===== config.mk =====
export PLATFORM = sky130hd
export DESIGN_NAME = mem_stage
export DESIGN_NICKNAME = d
export VERILOG_FILES = /design/src/rtl/mem_stage.sv
export SDC_FILE = /design/constraint.sdc
export NUM_CORES = 1
export LEC_CHECK = 0
export CAP_MARGIN = 20
export CORE_AREA = 2 2 136 138
export CTS_CLUSTER_SIZE = 30
export DETAILED_ROUTE_END_ITERATION = 7
export DIE_AREA = 0 0 138 140
export HOLD_SLACK_MARGIN = 0.15
export PLACE_DENSITY = 0.79
export SYNTH_ARGS = -nofsm -noshare
export SYNTH_HDL_FRONTEND = slang
export SYNTH_SLANG_ARGS = --single-unit

===== constraint.sdc =====
create_clock -name i_clk -period 5.29 [get_ports i_clk]
set_input_delay 1.3225 -clock i_clk [delete_from_list [all_inputs] [get_ports i_clk]]
set_output_delay 1.3225 -clock i_clk [all_outputs]
set_load 0.05 [all_outputs]

===== src/rtl/mem_stage.sv =====
// RV32I memory-access stage: drives a single-port data memory,
// aligns load data and forwards the write-back record.
module mem_stage #(
  parameter int TIMEOUT = 64
) (
  input  logic        i_clk,
  input  logic        i_reset,
  input  logic        i_valid,
  input  logic [31:0] i_ALUOutput,
  input  logic [31:0] i_rd2,
  input  logic [2:0]  i_func3,
  input  logic        i_mem_read,
  input  logic        i_mem_write,
  input  logic        i_reg_write,
  input  logic [4:0]  i_write_reg,
  output logic        o_stall,
  output logic        o_dmem_req,
  output logic        o_dmem_we,
  output logic [31:0] o_dmem_addr,
  output logic [3:0]  o_dmem_be,
  output logic [31:0] o_dmem_wdata,
  input  logic        i_dmem_ack,
  input  logic [31:0] i_dmem_rdata,
  output logic        o_valid,
  output logic [31:0] o_result,
  output logic        o_reg_write,
  output logic [4:0]  o_write_reg,
  output logic        o_exc,
  output logic [1:0]  o_exc_cause
);

  localparam logic [0:0] IDLE = 1'b0;
  localparam logic [0:0] WAIT = 1'b1;

  localparam int CW = (TIMEOUT > 0) ? $clog2(TIMEOUT + 1) : 1;
  localparam logic [CW-1:0] TLAST =
    CW'((TIMEOUT > 0) ? TIMEOUT - 1 : 0);

  logic [0:0]    state;
  logic [CW-1:0] cnt;
  logic [2:0]    ld_f3;
  logic [1:0]    ld_off;
  logic [4:0]    ld_rd;
  logic          ld_rw;

  logic        accept;
  logic        is_mem;
  logic        illegal;
  logic        misal;
  logic [3:0]  be_n;
  logic [31:0] wd_n;
  logic [31:0] rshift;
  logic [7:0]  rbyte;
  logic [15:0] rhalf;
  logic [31:0] load_val;

  assign o_stall = (state == WAIT);
  assign accept  = i_valid & ~o_stall;
  assign is_mem  = i_mem_read | i_mem_write;

  always_comb begin
    illegal = 1'b0;
    if (i_mem_read && i_mem_write)
      illegal = 1'b1;
    else if (i_mem_read)
      illegal = (i_func3 == 3'd3) || (i_func3 == 3'd6)
             || (i_func3 == 3'd7);
    else if (i_mem_write)
      illegal = (i_func3 >= 3'd3);
    misal = ~illegal & (
      ((i_func3[1:0] == 2'd1) & i_ALUOutput[0]) |
      ((i_func3[1:0] == 2'd2) & (i_ALUOutput[1:0] != 2'd0)));
  end

  always_comb begin
    be_n = 4'b1111;
    wd_n = i_rd2;
    if (i_mem_write) begin
      unique case (1'b1)
        (i_func3[1:0] == 2'd0): begin
          be_n = 4'b0001 << i_ALUOutput[1:0];
          wd_n = {4{i_rd2[7:0]}};
        end
        (i_func3[1:0] == 2'd1): begin
          be_n = 4'b0011 << {i_ALUOutput[1], 1'b0};
          wd_n = {2{i_rd2[15:0]}};
        end
        default: begin
          be_n = 4'b1111;
          wd_n = i_rd2;
        end
      endcase
    end
  end

  always_comb begin
    rshift = i_dmem_rdata >> {ld_off, 3'b000};
    rbyte  = rshift[7:0];
    rhalf  = ld_off[1] ? i_dmem_rdata[31:16]
                       : i_dmem_rdata[15:0];
    unique case (ld_f3)
      3'd0:    load_val = {{24{rbyte[7]}}, rbyte};
      3'd1:    load_val = {{16{rhalf[15]}}, rhalf};
      3'd4:    load_val = {24'd0, rbyte};
      3'd5:    load_val = {16'd0, rhalf};
      default: load_val = i_dmem_rdata;
    endcase
  end

  always_ff @(posedge i_clk) begin
    if (i_reset) begin
      state        <= IDLE;
      cnt          <= '0;
      ld_f3        <= '0;
      ld_off       <= '0;
      ld_rd        <= '0;
      ld_rw        <= 1'b0;
      o_dmem_req   <= 1'b0;
      o_dmem_we    <= 1'b0;
      o_dmem_addr  <= '0;
      o_dmem_be    <= '0;
      o_dmem_wdata <= '0;
      o_valid      <= 1'b0;
      o_result     <= '0;
      o_reg_write  <= 1'b0;
      o_write_reg  <= '0;
      o_exc        <= 1'b0;
      o_exc_cause  <= '0;
    end else begin
      o_valid     <= 1'b0;
      o_exc       <= 1'b0;
      o_reg_write <= 1'b0;
      if (state == IDLE) begin
        if (accept) begin
          if (!is_mem) begin
            o_valid     <= 1'b1;
            o_result    <= i_ALUOutput;
            o_reg_write <= i_reg_write;
            o_write_reg <= i_write_reg;
          end else if (illegal || misal) begin
            o_valid     <= 1'b1;
            o_result    <= i_ALUOutput;
            o_write_reg <= i_write_reg;
            o_exc       <= 1'b1;
            o_exc_cause <= illegal ? 2'd2 : 2'd1;
          end else begin
            state        <= WAIT;
            cnt          <= '0;
            o_dmem_req   <= 1'b1;
            o_dmem_we    <= i_mem_write;
            o_dmem_addr  <= {i_ALUOutput[31:2], 2'b00};
            o_dmem_be    <= be_n;
            o_dmem_wdata <= wd_n;
            ld_f3        <= i_func3;
            ld_off       <= i_ALUOutput[1:0];
            ld_rd        <= i_write_reg;
            ld_rw        <= i_reg_write;
          end
        end
      end else begin
        if (i_dmem_ack) begin
          state       <= IDLE;
          o_dmem_req  <= 1'b0;
          o_valid     <= 1'b1;
          o_reg_write <= ld_rw & ~o_dmem_we;
          o_write_reg <= ld_rd;
          if (!o_dmem_we)
            o_result <= load_val;
        end else if (TIMEOUT > 0 && cnt == TLAST) begin
          // abandon the access; the bus never answered
          state       <= IDLE;
          o_dmem_req  <= 1'b0;
          o_valid     <= 1'b1;
          o_write_reg <= ld_rd;
          o_exc       <= 1'b1;
          o_exc_cause <= 2'd3;
        end else begin
          cnt <= cnt + CW'(1);
        end
      end
    end
  end

endmodule


; Yosys cells after proc, flatten, opt, wreduce, memory -nomap -nowiden
; Cells that the tools add are included.
[totals]
output_inout_bits = 113
inputBits = 111
ff_bits = 129
wordCells = 126
[op_classes]
addsub = 1
reduce_logical = 16
eq_ne = 17
n_mux = 60
magnitude_cmp = 1
n_bitwise = 11
shifts = 3
[ops]
columns = operator, n
row1 = 2-to-1 mux 32 bit, 7
row2 = case mux 32 bit (4 select lines), 1
row3 = case mux 32 bit (2 select lines), 1
row4 = 2-to-1 mux 7 bit, 6
row5 = right shift 32 x 5 -> 8 bit, 1
row6 = 2-to-1 mux 5 bit, 6
row7 = 2-to-1 mux 1 bit, 29
row8 = 2-to-1 mux 16 bit, 1
row9 = 2-to-1 mux 2 bit, 7
row10 = equality test 3 bit (second input constant), 4
row11 = AND reduction 4 bit, 3
row12 = inequality test 2 bit (second input constant), 5
row13 = AND reduction 5 bit, 2
row14 = case mux 4 bit (2 select lines), 1
row15 = nonzero test 2 bit, 4
row16 = adder 7 x 1 -> 7 bit (second input constant), 1
row17 = equality test 7 x 6 -> 1 bit (second input constant), 1
row18 = inequality test 3 x 2 -> 1 bit (second input constant), 2
row19 = bitwise AND 1 bit, 5
row20 = 2-to-1 mux 4 bit, 1
row21 = NOT 1 bit, 4
row22 = left shift 1 x 2 -> 4 bit (first input constant), 1
row23 = left shift 2 x 2 -> 4 bit (first input constant), 1
row24 = equality test 3 x 1 -> 1 bit (second input constant), 1
row25 = 11 further kinds, 14

; Longest topological paths before layout
; Gate-level depths: netlist of the first run.
[depth]
ltp_word = 12
depth_mapped = 8
mapped_depth_nobuf = 5

; Worst setup path before layout of the first run
; Ideal clock, no wire load.
[synth_timing]
kind = input port to flip-flop
startpoint = in i_func3[0]
endpoint = reg o_result[20]
path_slack_ns = 2.399
n_path_buf = 3
arrival_ns = 2.819
setup_ns = 0.072
t_required_ns = 5.218
path_stages = 7
cell_sequence = buf_4 > and3b_1 > buf_2 > a2111o_1 > o22ai_4 > buf_6 > mux2i_1
[synth_between]
elab_chain_len = 10
word_cells_on_any_way = 19
cone_classes = order compare (1) / eq/ne (6) / mux (3) / bitwise (5) / reduce/logical (4)
[synth_rtl]
columns = item, line
row1 = "start, declared", 11  ; input logic [2:0] i_func3,
row2 = "parallel branches: the longest is 7 deep, another holds >= comparator 3 x 2 -> 1 bit", --
row3 = logical OR 1 bit (*), 140  ; end else if (illegal || misal) begin
row4 = inequality test 3 x 2 -> 1 bit (no source line) (*), --
row5 = AND reduction 4 bit (no source line) (*), --
row6 = "end signal, assigned", 137  ; o_result <= i_ALUOutput;
row7 = "end signal, assigned", 142  ; o_result <= i_ALUOutput;
row8 = "end signal, assigned", 168  ; o_result <= load_val;
row9 = "end, declared", 25  ; output logic [31:0] o_result,
; Mark *: on every way between the ends.
; A chain may end at the register's enable or synchronous reset.

; Worst setup path in the final report of the first run
[layout_timing]
startpoint = in i_func3[0]
endpoint = reg o_exc_cause[0]
[layout_between]
elab_chain_len = 10
word_cells_on_any_way = 24
cone_classes = order compare (1) / eq/ne (5) / mux (8) / bitwise (5) / reduce/logical (5)
[layout_rtl]
columns = item, line
row1 = "parallel branches: the longest is 10 deep, another holds >= comparator 3 x 2 -> 1 bit", --
row2 = "end signal, assigned", 145  ; o_exc_cause <= illegal ? 2'd2 : 2'd1;
row3 = "end, declared", 29  ; output logic [1:0] o_exc_cause
; Several ways; the timed one is not identified. The select of a mux whose other input is x is not followed.

==> run metrics, run 1 <==
Placed Cells incl. Taps 1210; area grow syn2layout 41.3%; FF/Latch Area 0.00258 mm2; synthesized-area fraction occupied by adder cells 0.178%; met3 routed WL between 2 and 3 mm; Combinational Power Share a little over a quarter; portion of netlist area occupied by mux cells 6.33%; Mean Syn Cell Area between 8 and 9 um2; startpoint types input port; Post-synth EDFFs 0; reg2reg start o_stall; 1st-iter DRT viols about 800; post-synth top area share 36.7%; Sw Share 32.6%; Main synth FF type dfxtp_1; final instance area 0.00995 mm2; Slew headroom between 20% and 30%; DIE WIDTH between 100 and 150 um; Area contributors post-synth dfxtp_1 (37%), o31ai_1 (6.1%), a21oi_1 (5.1%); met1 WL 10.5 mm; first-pass GRT wire length 39.5 mm; Net Sw Power 0.00105 W; worst slew pin tran approximately 1100 ps; Post-Synth Simple-Gate Area a little under 20%; # H-tree levels 4; Clk Latency, worst-skew pair 430 ps; initial antenna violation count 0; final cell count without fillers 1243; post-layout util 56.0%; placed cell areas 0.00931 mm2; Critical Path Source i_func3[0]; largest buffer count on any clock path 2; cts hold-fix bufs 0; commonest non-fill, non-tap cell in the layout clkdlybuf4s50_1; Row Count between 40 and 50; Post-CTS Setup Bufs 0; Clock Pin Slew Worst Setup and Hold Paths around 60 ps; Pint 0.00218 W; I/O pin count 224; Multi-input gate area 0.00402 mm2; largest net degree at the start of global routing 71; Worst Path Arrival about 4000 ps; cell taking the most area after synthesis dfxtp_1; mapped cell area 0.00704 mm2; CTS tree yes; Vias/cell 6.20; Total GRT Usage between 20% and 30%; core area 0.0178 mm2; Starting Density 39.6%; reg2reg path depth 5; routed length per instance 20.7 um; Max Used Layer met4; post-synthesis xor/xnor area fraction 0.355%; DR pass1 iterations 6; reg2reg end o_write_reg[2]; root buf cell clkbuf_16; post-synthesis cell count 840; DRC Markers 0; DP Wirelength ~18 mm; filler cell count about 1600; share of total power in the clock network between 40% and 50%; Yosys reg bits 129; final period utilization 68.6%; Unique masters post-synth 64; Setup crit end kind flip-flop; via count 7711; Synth async-reset ratio 0%; Port Buffer Count 221; TritonCTS Buffers 17; Hold WC Path Type flip-flop to flip-flop; Hold Vio Cnt, Final 0; Setup crit end o_exc_cause[0]; clk sinks 129; ANT nets after route 0; most frequent cells in the layout clkdlybuf4s50_1 (220), dfxtp_1 (128), a21oi_1 (71); R2R setup slack 2530 ps; Slew Limit Fails 0; setup TNS 0 ps; Congestion Overflow GR 0; final setup violation count 0; Min-Delay Path Depth 2; Worst Path Max Fanout 32; Seq pwr share 33.6%; Required @ worst endpoint 5610 ps; ANT cells 0; outcome complete, no violations; Synth warnings 0; Final min period ~3600 ps; DIE AREA between 0.015 and 0.02 mm2; main combinational cell family by area after synthesis compound AO/OA/AOI/OAI gates; fraction of layout cells with a size suffix above 1 8.48%; cell leakage power around 3.4 nW; register area share after synthesis 36.7%; biggest regs o_dmem_wdata x32, o_result x32, o_dmem_addr x30; Setup Skew 7.86 ps; critical path class input port to flip-flop; Post-layout nets 1113; Power per Cell Area 325 mW/mm2; vias in the first global route 7141; met2 wire length 11.9 mm; RD Place Congestion 0.912; RSZ-0062 raised after global routing false; maximum VDD drop 236 uV; die height about 140 um; post-synthesis compound-gate area fraction 30.2%; Max-Cap Viols 0; drt total wl 25.7 mm; Max Fclk 0.275 GHz; Post-CTS Resized 0
-- synthesized netlist by cell type, drive strengths merged, types with 2 or more instances --
cell    number
nor2b       10
or4          2
a31oi       13
a31o         2
nor2        31
o311ai       6
a311oi      33
inv         13
o211ai       6
and4         5
o21ai       35
o221ai       3
a221o       14
and2        16
nand4       57
a32oi        7
xor2         2
clkbuf      56
and3b        2
mux2        12
nand3        8
a2111o       2
or3         18
o21a         6
a211oi       4
nor3b        7
nor3        13
mux2i       31
a21oi       73
o32ai        8
dfxtp      129
o31ai       57
or2          8
nand2b       6
a21boi       2
buf         44
nand2       68
a221oi      15
-- kinds of logic (layout without fill, tap and decap cells) --
kind of cell / Yosys count / in the layout
AOI/OAI and AO/OA: 296 / 296
xor gates and xnor gates: 2 / 2
adders and majority gates: 1 / 1
buffers and inverters: 113 / 286
DFF: 129 / 129
muxes: 43 / 43
other: 1 / 2
and+or+nand+nor: 255 / 255
-- worst min-delay path by stage --
stage / startpoint / end / slack (ps)
floorplan: ld_rw / ld_rw / 450
global placement: o_result[22] / o_result[22] / 450
detailed placement: o_result[21] / o_result[21] / 450
CTS: o_result[21] / o_result[21] / 460
global route: o_result[31] / o_result[31] / 480
finish: o_result[19] / o_result[19] / 460
-- power by group through the flow --
| stage | registers [W] | clock network, W | logic, W |
|---|---|---|---|
| final | 0.00109 | 0.00130 | 0.000846 |
| after global routing | 0.00109 | 0.00136 | 0.000887 |
| after CTS | 0.00108 | 0.00131 | 0.000839 |
| after detailed placement | 0.00110 | 0 | 0.000836 |
| after global placement | 0.00110 | 0 | 0.000830 |
| after floorplan | 0.00131 | 0 | 0.000315 |
-- through the flow --
stage | total power [W] | setup slack, ps | hold WS, ps
2_1_floorplan | 0.00162 | 2400 | 448
3_3_place_gp | 0.00193 | 1160 | 447
3_5_place_dp | 0.00194 | 1110 | 454
4_1_cts | 0.00323 | 1550 | 462
5_1_grt | 0.00334 | 1540 | 485
6_report | 0.00323 | 1660 | 459
-- worst max-delay path, stage by stage --
cell	delay [ps]
clkdlybuf4s50_1	460
buf_4	260
xor2_2	420
a21o_2	640
buf_4	430
o21ai_1	160
a221oi_1	250
-- routing by layer --
metal / global-route usage [%] / up-vias
met1: 32.7 / 3631
met2: 40.2 / 473
met5: 0 / -
met3: 7.62 / 44
met4: 9.94 / 0
li1: - / 3563
-- cell type report --
class | instances | share of cell area, %
Inverter | 13 | 0.490
Tap cell | 229 | 2.88
Clock inverter | 13 | 2.11
Clock buffer | 19 | 4.35
Sequential cell | 129 | 26.0
Multi-Input combinational cell | 599 | 40.4
Timing Repair Buffer | 241 | 23.8
Power figures use the tool's default switching activity.
==> run 2, diff against run 1 <==
--- a/config.mk
+++ b/config.mk
@@ -11,7 +11,7 @@
 export DETAILED_ROUTE_END_ITERATION = 7
 export DIE_AREA = 0 0 138 140
 export HOLD_SLACK_MARGIN = 0.15
-export PLACE_DENSITY = 0.79
+export PLACE_DENSITY = 0.82
 export SYNTH_ARGS = -nofsm -noshare
 export SYNTH_HDL_FRONTEND = slang
 export SYNTH_SLANG_ARGS = --single-unit
==> constraint.sdc (replaced) <==
create_clock -name i_clk -period 2.9 [get_ports i_clk]
set_input_delay 0.725 -clock i_clk [delete_from_list [all_inputs] [get_ports i_clk]]
set_output_delay 0.725 -clock i_clk [all_outputs]
set_load 0.05 [all_outputs]
==> run 2 against run 1 <==
  * Routed wire length decreased by 0.22%
  * Combinational power increased by 90%
  * Final area increased by 2.4%
  * Hold slack hardly changed
  * Clock-buffer cell count shrank 2
  * First-iteration DRC count rose by 16%
  * Sequential share of layout area down 0.61 points
  * Final cell count grew 2.3%
  * Global-route usage rose by 0.23 points
  * Critical path type unchanged
==> run metrics, run 2 (synthesized netlist as in run 1, its figures left out) <==
outcome complete, no violations (unchanged); cts hold-fix bufs 0 (unchanged); root buf cell clkbuf_16 (unchanged); Slew Limit Fails 0 (unchanged); biggest regs o_dmem_wdata x32, o_result x32, o_dmem_addr x30 (unchanged); DIE AREA 0.0193 mm2 (unchanged); Slowest cell on crit path clkdlybuf4s50_1 (was a21o_2); CTS tree yes (unchanged); Final min period 2440 ps; clk sinks 129 (unchanged); reg2reg start ld_f3[1] (was o_stall); RSZ-0062 raised after global routing false (unchanged); reg2reg path depth 6 (was 5); Post-CTS Setup Bufs 0 (unchanged); Worst Path Max Fanout 30 (was 32); largest buffer count on any clock path 2 (unchanged); Min-Delay Path Depth 2 (unchanged); ANT nets after route 0 (unchanged); commonest non-fill, non-tap cell in the layout clkdlybuf4s50_1 (unchanged); setup TNS 0 ps (unchanged); GR Util met1 33.3% (was 32.7%); Congestion Overflow GR 0 (unchanged); 1st-iter DRT viols 929 (was 802); final setup violation count 0 (unchanged); crit path cell chain clkdlybuf4s50_1 -> nor3_1 -> or3_2 -> buf_4 -> nand3_1 -> a41o_1 (was clkdlybuf4s50_1 -> buf_4 -> xor2_2 -> a21o_2 -> buf_4 -> o21ai_1 -> a221oi_1); fraction of layout cells with a size suffix above 1 11.2% (was 8.48%); core area 0.0178 mm2 (unchanged); initial antenna violation count 0 (unchanged); first-pass GRT wire length 40.0 mm (was 39.5 mm); largest net degree at the start of global routing 85 (was 71); Hold Vio Cnt, Final 0 (unchanged); maximum VDD drop 416 uV (was 236 uV); Critical Path Source i_func3[1] (was i_func3[0]); Worst Path Arrival 2750 ps (was 3950 ps); worst slew pin tran 863 ps (was 1140 ps); Starting Density 39.6% (unchanged); Setup crit end kind flip-flop (unchanged); met3 Use GR 8.21% (was 7.62%); Clock Pin Slew Worst Setup and Hold Paths 60 ps (about the same); DRC Markers 0 (unchanged); Placed Cells incl. Taps 1239 (was 1210); Power per Cell Area 561 mW/mm2 (was 325 mW/mm2); Max stage delay on crit path 500 ps (was 640 ps); ANT cells 0 (unchanged); TritonCTS Buffers 17 (unchanged); Hold WC Path Type flip-flop to flip-flop (unchanged); Max Fclk approximately 0.41 GHz; via count 7884 (was 7711); I/O pin count 224 (unchanged); Max-Cap Viols 0 (unchanged); area grow syn2layout 44.7% (was 41.3%); Post-CTS Resized 0 (unchanged); worst hold start o_result[29] (was o_result[19]); Vias/cell 6.20 (about the same); DIE WIDTH 138 um (unchanged); drt total wl 25.7 mm (about the same); final cell count without fillers 1271 (was 1243); filler cell count 1550 (was 1617); vias in the first global route 7351 (was 7141); Total GRT Usage 25.6% (was 25.4%); Post-layout nets 1141 (was 1113); layer with the highest usage met2 (unchanged); startpoint types input port (unchanged); critical path class input port to flip-flop (unchanged); met2 Use GR 39.8% (was 40.2%); Port Buffer Count 221 (unchanged); final period utilization 84.1%; DR pass1 iterations 5 (was 6); DP Wirelength 18.0 mm (was 17.7 mm); die height 140 um (unchanged); # H-tree levels 4 (unchanged); most frequent cells in the layout clkdlybuf4s50_1 (219), dfxtp_1 (128), a21oi_1 (71) (was clkdlybuf4s50_1 (220), dfxtp_1 (128), a21oi_1 (71)); Setup Skew 7.63 ps (was 7.86 ps); Required @ worst endpoint 3210 ps (was 5610 ps); routed length per instance 20.2 um (was 20.7 um); Clk Latency, worst-skew pair 430 ps (about the same); Slew headroom 42.0% (was 24.0%); cell leakage power 3.57 nW (was 3.43 nW); Row Count 49 (unchanged); RD Place Congestion 0.905 (was 0.912)
## run 2: cell count changes in the layout (fill, tap and decap cells not counted), moves of 2 or more
cell	previous run	this run
buf_4	19	42
buf_12	1	8
bufinv_16	5	2
clkbuf_1	2	0
inv_6	1	3
## run 2: path summary, 6_finish.rpt
check	endpoint	slack [ps]
worst max-delay path	cnt[1]	460
worst min-delay path	o_result[29]	460
worst max register to register	o_result[30]	790
worst min register to register	o_result[29]	460
## run 2: metrics by stage
| stage | hold WS, ps | utilization (%) | total power [W] | area (um2) | setup slack [ps] |
|---|---|---|---|---|---|
| after global placement | 446 | 54.0 | 0.00358 | 9610 | 93.9 |
| after global routing | 481 | 57.3 | 0.00590 | 10200 | 358 |
| final | 459 | 57.3 | 0.00571 | 10200 | 462 |
| after floorplan | 448 | - | 0.00296 | 7050 | 607 |
| after detailed placement | 455 | 54.0 | 0.00360 | 9610 | 31.4 |
| after CTS | 463 | 57.3 | 0.00572 | 10200 | 487 |
## run 2: area by class of cell
cell class                      count  area, um2  area share [%]
Timing Repair Buffer              269       2670            26.2
Inverter                           13       48.8           0.479
Clock inverter                     15        159            1.56
Multi-Input combinational cell    599       4020            39.5
Tap cell                          229        287            2.81
Clock buffer                       17        425            4.17
Sequential cell                   129       2580            25.3
## run 2: power breakdown
group | switching [W] | internal, W | total (W)
sequential | 0.0000867 | 0.00189 | 0.00198
combinational | 0.00100 | 0.000605 | 0.00161
clock | 0.000855 | 0.00127 | 0.00213
total | 0.00194 | 0.00377 | 0.00571
## run 2: routing by layer
metal / vias to the layer above / wire length, um
met5: - / 0
met4: 0 / 847
met3: 65 / 2900
met2: 514 / 11500
met1: 3689 / 10400
li1: 3616 / -
## run 2: worst max-delay path: cells and delay by family
| family | cells | cell delay, ps |
|---|---|---|
| AND/OR/NAND/NOR | 3 | 890 |
| buffers and inverters | 2 | 850 |
| AO/OA/AOI/OAI | 1 | 270 |
